<file path="src/rtl/data_bus.sv">
// Data-side memory system for the single-cycle MIPS core: word RAM plus an
// I/O page with GPIO output, synchronized switch input and a compare timer.
module data_bus #(
   parameter int RAM_WORDS = 64,
   parameter int GPIN_W    = 16
) (
   input  logic              clk,
   input  logic              reset,
   input  logic              memwrite,
   input  logic [31:0]       memaddr,
   input  logic [31:0]       memwritedata,
   output logic [31:0]       memreaddata,
   input  logic [GPIN_W-1:0] gpio_in,
   output logic [31:0]       gpio_out,
   output logic              irq
);

   localparam int AW = (RAM_WORDS > 1) ? $clog2(RAM_WORDS) : 1;

   localparam logic [29:0] W_GPIO_OUT = 30'h3FFF_C000;
   localparam logic [29:0] W_GPIO_IN  = 30'h3FFF_C001;
   localparam logic [29:0] W_TCOUNT   = 30'h3FFF_C002;
   localparam logic [29:0] W_TCMP     = 30'h3FFF_C003;
   localparam logic [29:0] W_TCTRL    = 30'h3FFF_C004;

   logic [31:0]       ram [RAM_WORDS];
   logic [29:0]       word;
   logic              ram_hit;
   logic [AW-1:0]     ram_idx;
   logic              wr;
   logic [GPIN_W-1:0] sync1, sync2;
   logic [31:0]       tcount, tcmp;
   logic              en, autoclr, flag, ie;
   logic              match;
   logic              unused_bits;

   assign word    = memaddr[31:2];
   assign ram_hit = (memaddr[31:16] == 16'h0000) &&
                    ({18'b0, memaddr[15:2]} < 32'(RAM_WORDS));
   assign ram_idx = memaddr[AW+1:2];
   // Stores presented while reset is held are dropped everywhere, RAM included.
   assign wr      = memwrite && reset;
   assign match   = en && (tcount == tcmp);
   assign unused_bits = ^memaddr[1:0];

   always_ff @(posedge clk) begin
      if (wr && ram_hit)
         ram[ram_idx] <= memwritedata;
   end

   always_ff @(posedge clk) begin
      if (!reset) begin
         sync1 <= '0;
         sync2 <= '0;
      end else begin
         sync1 <= gpio_in;
         sync2 <= sync1;
      end
   end

   always_ff @(posedge clk) begin
      if (!reset)
         gpio_out <= '0;
      else if (wr && word == W_GPIO_OUT)
         gpio_out <= memwritedata;
   end

   always_ff @(posedge clk) begin
      if (!reset)
         tcmp <= '0;
      else if (wr && word == W_TCMP)
         tcmp <= memwritedata;
   end

   // A software load of TCOUNT overrides both increment and auto-clear.
   always_ff @(posedge clk) begin
      if (!reset)
         tcount <= '0;
      else if (wr && word == W_TCOUNT)
         tcount <= memwritedata;
      else if (en)
         tcount <= (match && autoclr) ? 32'd0 : tcount + 32'd1;
   end

   always_ff @(posedge clk) begin
      if (!reset) begin
         en      <= 1'b0;
         autoclr <= 1'b0;
         ie      <= 1'b0;
      end else if (wr && word == W_TCTRL) begin
         en      <= memwritedata[0];
         autoclr <= memwritedata[1];
         ie      <= memwritedata[3];
      end
   end

   // A match in the same cycle wins over write-1-to-clear.
   always_ff @(posedge clk) begin
      if (!reset)
         flag <= 1'b0;
      else if (match)
         flag <= 1'b1;
      else if (wr && word == W_TCTRL && memwritedata[2])
         flag <= 1'b0;
   end

   assign irq = flag && ie;

   always_comb begin
      memreaddata = 32'd0;
      if (ram_hit)
         memreaddata = ram[ram_idx];
      else if (word == W_GPIO_OUT)
         memreaddata = gpio_out;
      else if (word == W_GPIO_IN)
         memreaddata = 32'(sync2);
      else if (word == W_TCOUNT)
         memreaddata = tcount;
      else if (word == W_TCMP)
         memreaddata = tcmp;
      else if (word == W_TCTRL)
         memreaddata = {28'd0, ie, flag, autoclr, en};
   end

endmodule

</file>
<file path="config.mk">
export PLATFORM = sky130hd
export DESIGN_NAME = data_bus
export DESIGN_NICKNAME = d
export VERILOG_FILES = /design/src/rtl/data_bus.sv
export SDC_FILE = /design/constraint.sdc
export NUM_CORES = 2
export LEC_CHECK = 0
export ABC_AREA = 0
export CORE_MARGIN = 2
export CORE_UTILIZATION = 53
export DETAILED_ROUTE_END_ITERATION = 6
export PLACE_DENSITY = 0.75
export SYNTH_ARGS = -nofsm -noshare
export SYNTH_HDL_FRONTEND = slang
export SYNTH_SLANG_ARGS = --single-unit
</file>
<file path="constraint.sdc">
create_clock -name clk -period 5 [get_ports clk]
set_input_delay 1.25 -clock clk [delete_from_list [all_inputs] [get_ports clk]]
set_output_delay 1.25 -clock clk [all_outputs]
set_load 0.02 [all_outputs]
</file>
==> impl_metrics.ini <==
[clock_network]
clk-insertion-delay-late_ps = 870
clk_pin_slew_worst_paths_ps = 60
cts_tree = yes
postCtsHoldBufs = 0
cts_made_buffers = 202
root_buffer = clkbuf_16
clock_path_buffers = 3
cts_htree_levels = 4
cts.sinks = 2180

[yosys]
synth_edf_count = 2048
synth_top_family_by_area = multiplexers
synth_area_per_cell_sq_um = 19.5
yosys_most_used_dff = edfxtp_1
synth_simple_gate_area_frac = 0.0408
synthAdderAreaFrac = 0.000147
synth_cell_type_count = 70
syn_area_sq_um = 85200
ys_warn_count = 0
synth_xor_area_frac = 0.00493
postSynthCellCount = 4366
syn_nets = 4450
synth_compound_area_frac = 0.0403
synth_seq_area_share = 0.753
synthMuxAreaShare = 0.143
ys_async_sr_fraction = 0
ys_ff_latch = 2180

[layout]
final_common_cell = edfxtp_1
areaGrowthSynthToFinish_pct = 19.6
drive_gt1_frac = 0.314
final_nets = 5145
layout_common_cells = edfxtp_1 (2048), mux4_2 (489), buf_4 (467)
num-fill-cells = 10300
final_util = 0.636

[sta]
fmax_mhz = 200
finalCritPeriodShare = 1.00
relSlewSlack = 0.112
maxSlewViolCount = 0
setup_viol = 1
rsz0062_at_grt = true
skew_ps = 43.8
worst_pin_slew_ps = 1330
fin_ws_ps = -7.98
finalHoldViolCount = 0
final.min_clock_period_ps = 5010

[pwr]
irDropWorstVdd_mv = 0.284
power.leakage_nw = 33.1
sequentialPowerShare = 0.534
power_density_nw_per_um2 = 367
p_int_mw = 29.3
swShare = 0.215
power_switching_mw = 8.05
pwr-share-comb = 0.053
fin_total_pwr_mw = 37.4
clkPwrFrac = 0.413

[status]
violations = design-rule violations, negative setup slack
outcome = complete, but fails checks

[global_routing]
grt_max_degree = 102
grt_antenna_before_repair = 15
grt_pass1_wl_um = 339000
grt_pass1_vias = 47400
grt_usage = 0.291
grt_overflow = 0

[route]
drt_iter0_markers = 7180
viasPerCell = 6.55
vias = 48500
avgRoutedWirePerCell_um = 32.6
firstDrtPassIters = 7
finalWirelength_um = 241000
ant_nets = 0
drc = 4

[placement]
gp_congestion = 0.925
dpl.hpwl_um = 148000
io_buffer_count = 145

[die]
rows = 147
initial_utilization = 0.532
die_h_um = 405
fp.coreArea_sq_um = 160000
die_x_um = 405
ios = 148
die_area_sq_um = 164000

[critical_path]
critPathArrivalTime_ps = 3760
worstSetupStartpointType = input pin
crit_fanout = 14
crit_type = in -> out
cp-end-kind = output port
cp.required_ps = 3750

[min_path]
worst_hold_path_type = reg -> reg

[flow_run]
cap_violations = 0
==> cells in the mapped netlist (5+ instances only) <==
cell / count / area (sq um)
a2111oi_0: 8 / 70.1
a211o_1: 5 / 43.8
a211oi_1: 39 / 293
a21o_1: 10 / 75.1
a21oi_1: 114 / 571
a221oi_1: 23 / 201
a22oi_1: 82 / 616
a311o_1: 8 / 80.1
a31oi_1: 12 / 75.1
and2_1: 54 / 338
and3_1: 12 / 75.1
and4_1: 5 / 43.8
buf_1: 11 / 41.3
buf_2: 68 / 340
buf_4: 35 / 263
buf_6: 32 / 360
buf_8: 5 / 75.1
clkbuf_1: 100 / 375
dfxtp_1: 132 / 2640
edfxtp_1: 2048 / 61500
inv_1: 13 / 48.8
mux2_2: 10 / 113
mux2i_1: 108 / 1080
mux4_2: 489 / 11000
nand2_1: 324 / 1220
nand2b_1: 27 / 169
nand3_1: 27 / 135
nand4_1: 50 / 313
nor2_1: 129 / 484
nor2b_1: 18 / 113
nor3_1: 32 / 160
nor3b_1: 5 / 37.5
nor4_1: 15 / 93.8
o21ai_0: 116 / 581
o21ai_1: 6 / 30.0
o221ai_1: 9 / 78.8
o22ai_1: 56 / 350
o31ai_1: 9 / 67.6
or2_2: 6 / 37.5
or4_1: 9 / 67.6
xnor2_1: 46 / 403
==> registers in the layout, summed over array words and instances (netlist names) <==
name / count
ram: 2048
sync2: 16
flag: 1
gpio_out: 32
ie: 1
tcount: 32
en: 1
sync1: 16
tcmp: 32
autoclr: 1
==> cell families after synthesis <==
group                      after synthesis
and+or+nand+nor                        734
adders and majority gates                1
DFF                                   2180
buffers and inverters                  266
xor gates and xnor gates                48
AOI/OAI and AO/OA                      530
muxes                                  607
==> worst paths after layout <==
kind	startpoint	end	slack, ps	depth (start not counted)
worst max-delay path	memaddr[2]	memreaddata[4]	-8	10
worst min-delay path	sync1[8]	sync2[8]	440	1
worst max register to register	tcount[1]	tcount[23]	1600	6
worst min register to register	sync1[8]	sync2[8]	440	1
==> through the flow <==
stage | setup TNS [ps] | setup slack [ps] | hold WS, ps | instances | cell area (sq um)
finish | -7.98 | -7.98 | 439 | 7400 | 102000
global route | -200 | -47.3 | 459 | 7397 | 102000
CTS | -313 | -88.6 | 440 | 7362 | 101000
detailed placement | -12550 | -678 | 424 | 6961 | 93300
global placement | -11900 | -684 | 422 | 6961 | 93300
floorplan | 0 | 558 | 412 | 4366 | 85200
==> power groups by stage <==
stage          clock network, mW  logic, mW  registers [mW]
2_1_floorplan                  0      0.919            20.4
3_3_place_gp                   0       1.78            20.4
3_5_place_dp                   0       1.82            20.4
4_1_cts                     15.5       1.91            20.0
5_1_grt                     16.2       2.08            20.0
6_report                    15.4       1.98            20.0
==> critical path: stages <==
cell and delay, ps:
buf_16 150, clkbuf_16 200, buf_12 190, mux4_2 540, mux4_2 530, nor2_2 160
nor4_4 70, buf_4 170, a32o_2 300, buf_6 150
==> final cells by class <==
type,instances,area [sq um],share of cell area
clock inverter,133,1420,0.0139
timing repair buffer,744,7580,0.0744
clock buffer,245,5250,0.0515
multi-input combinational,1920,20800,0.204
tap,2160,2700,0.0265
sequential,2180,64100,0.629
inverter,13,52.6,0.000516
antenna,5,12.5,0.000123
==> what timing repair did <==
| item | CTS | global route |
|---|---|---|
| buffers inserted | 18 | 29 |
| pin swaps | 27 | 32 |
| setup endpoints to repair | 32 | 32 |
| endpoints found under the hold margin | 0 | 0 |
| resized for setup | 200 | 110 |
| cloned | 7 | 6 |
==> routing by layer <==
| layer | GRT usage | part of all wire |
|---|---|---|
| met3 | 0.0646 | 0.12 |
| met4 | 0.112 | 0.039 |
| met2 | 0.461 | 0.48 |
| met5 | 0 | 0.00030 |
| met1 | 0.399 | 0.36 |
(Power assumes the default switching activity.)
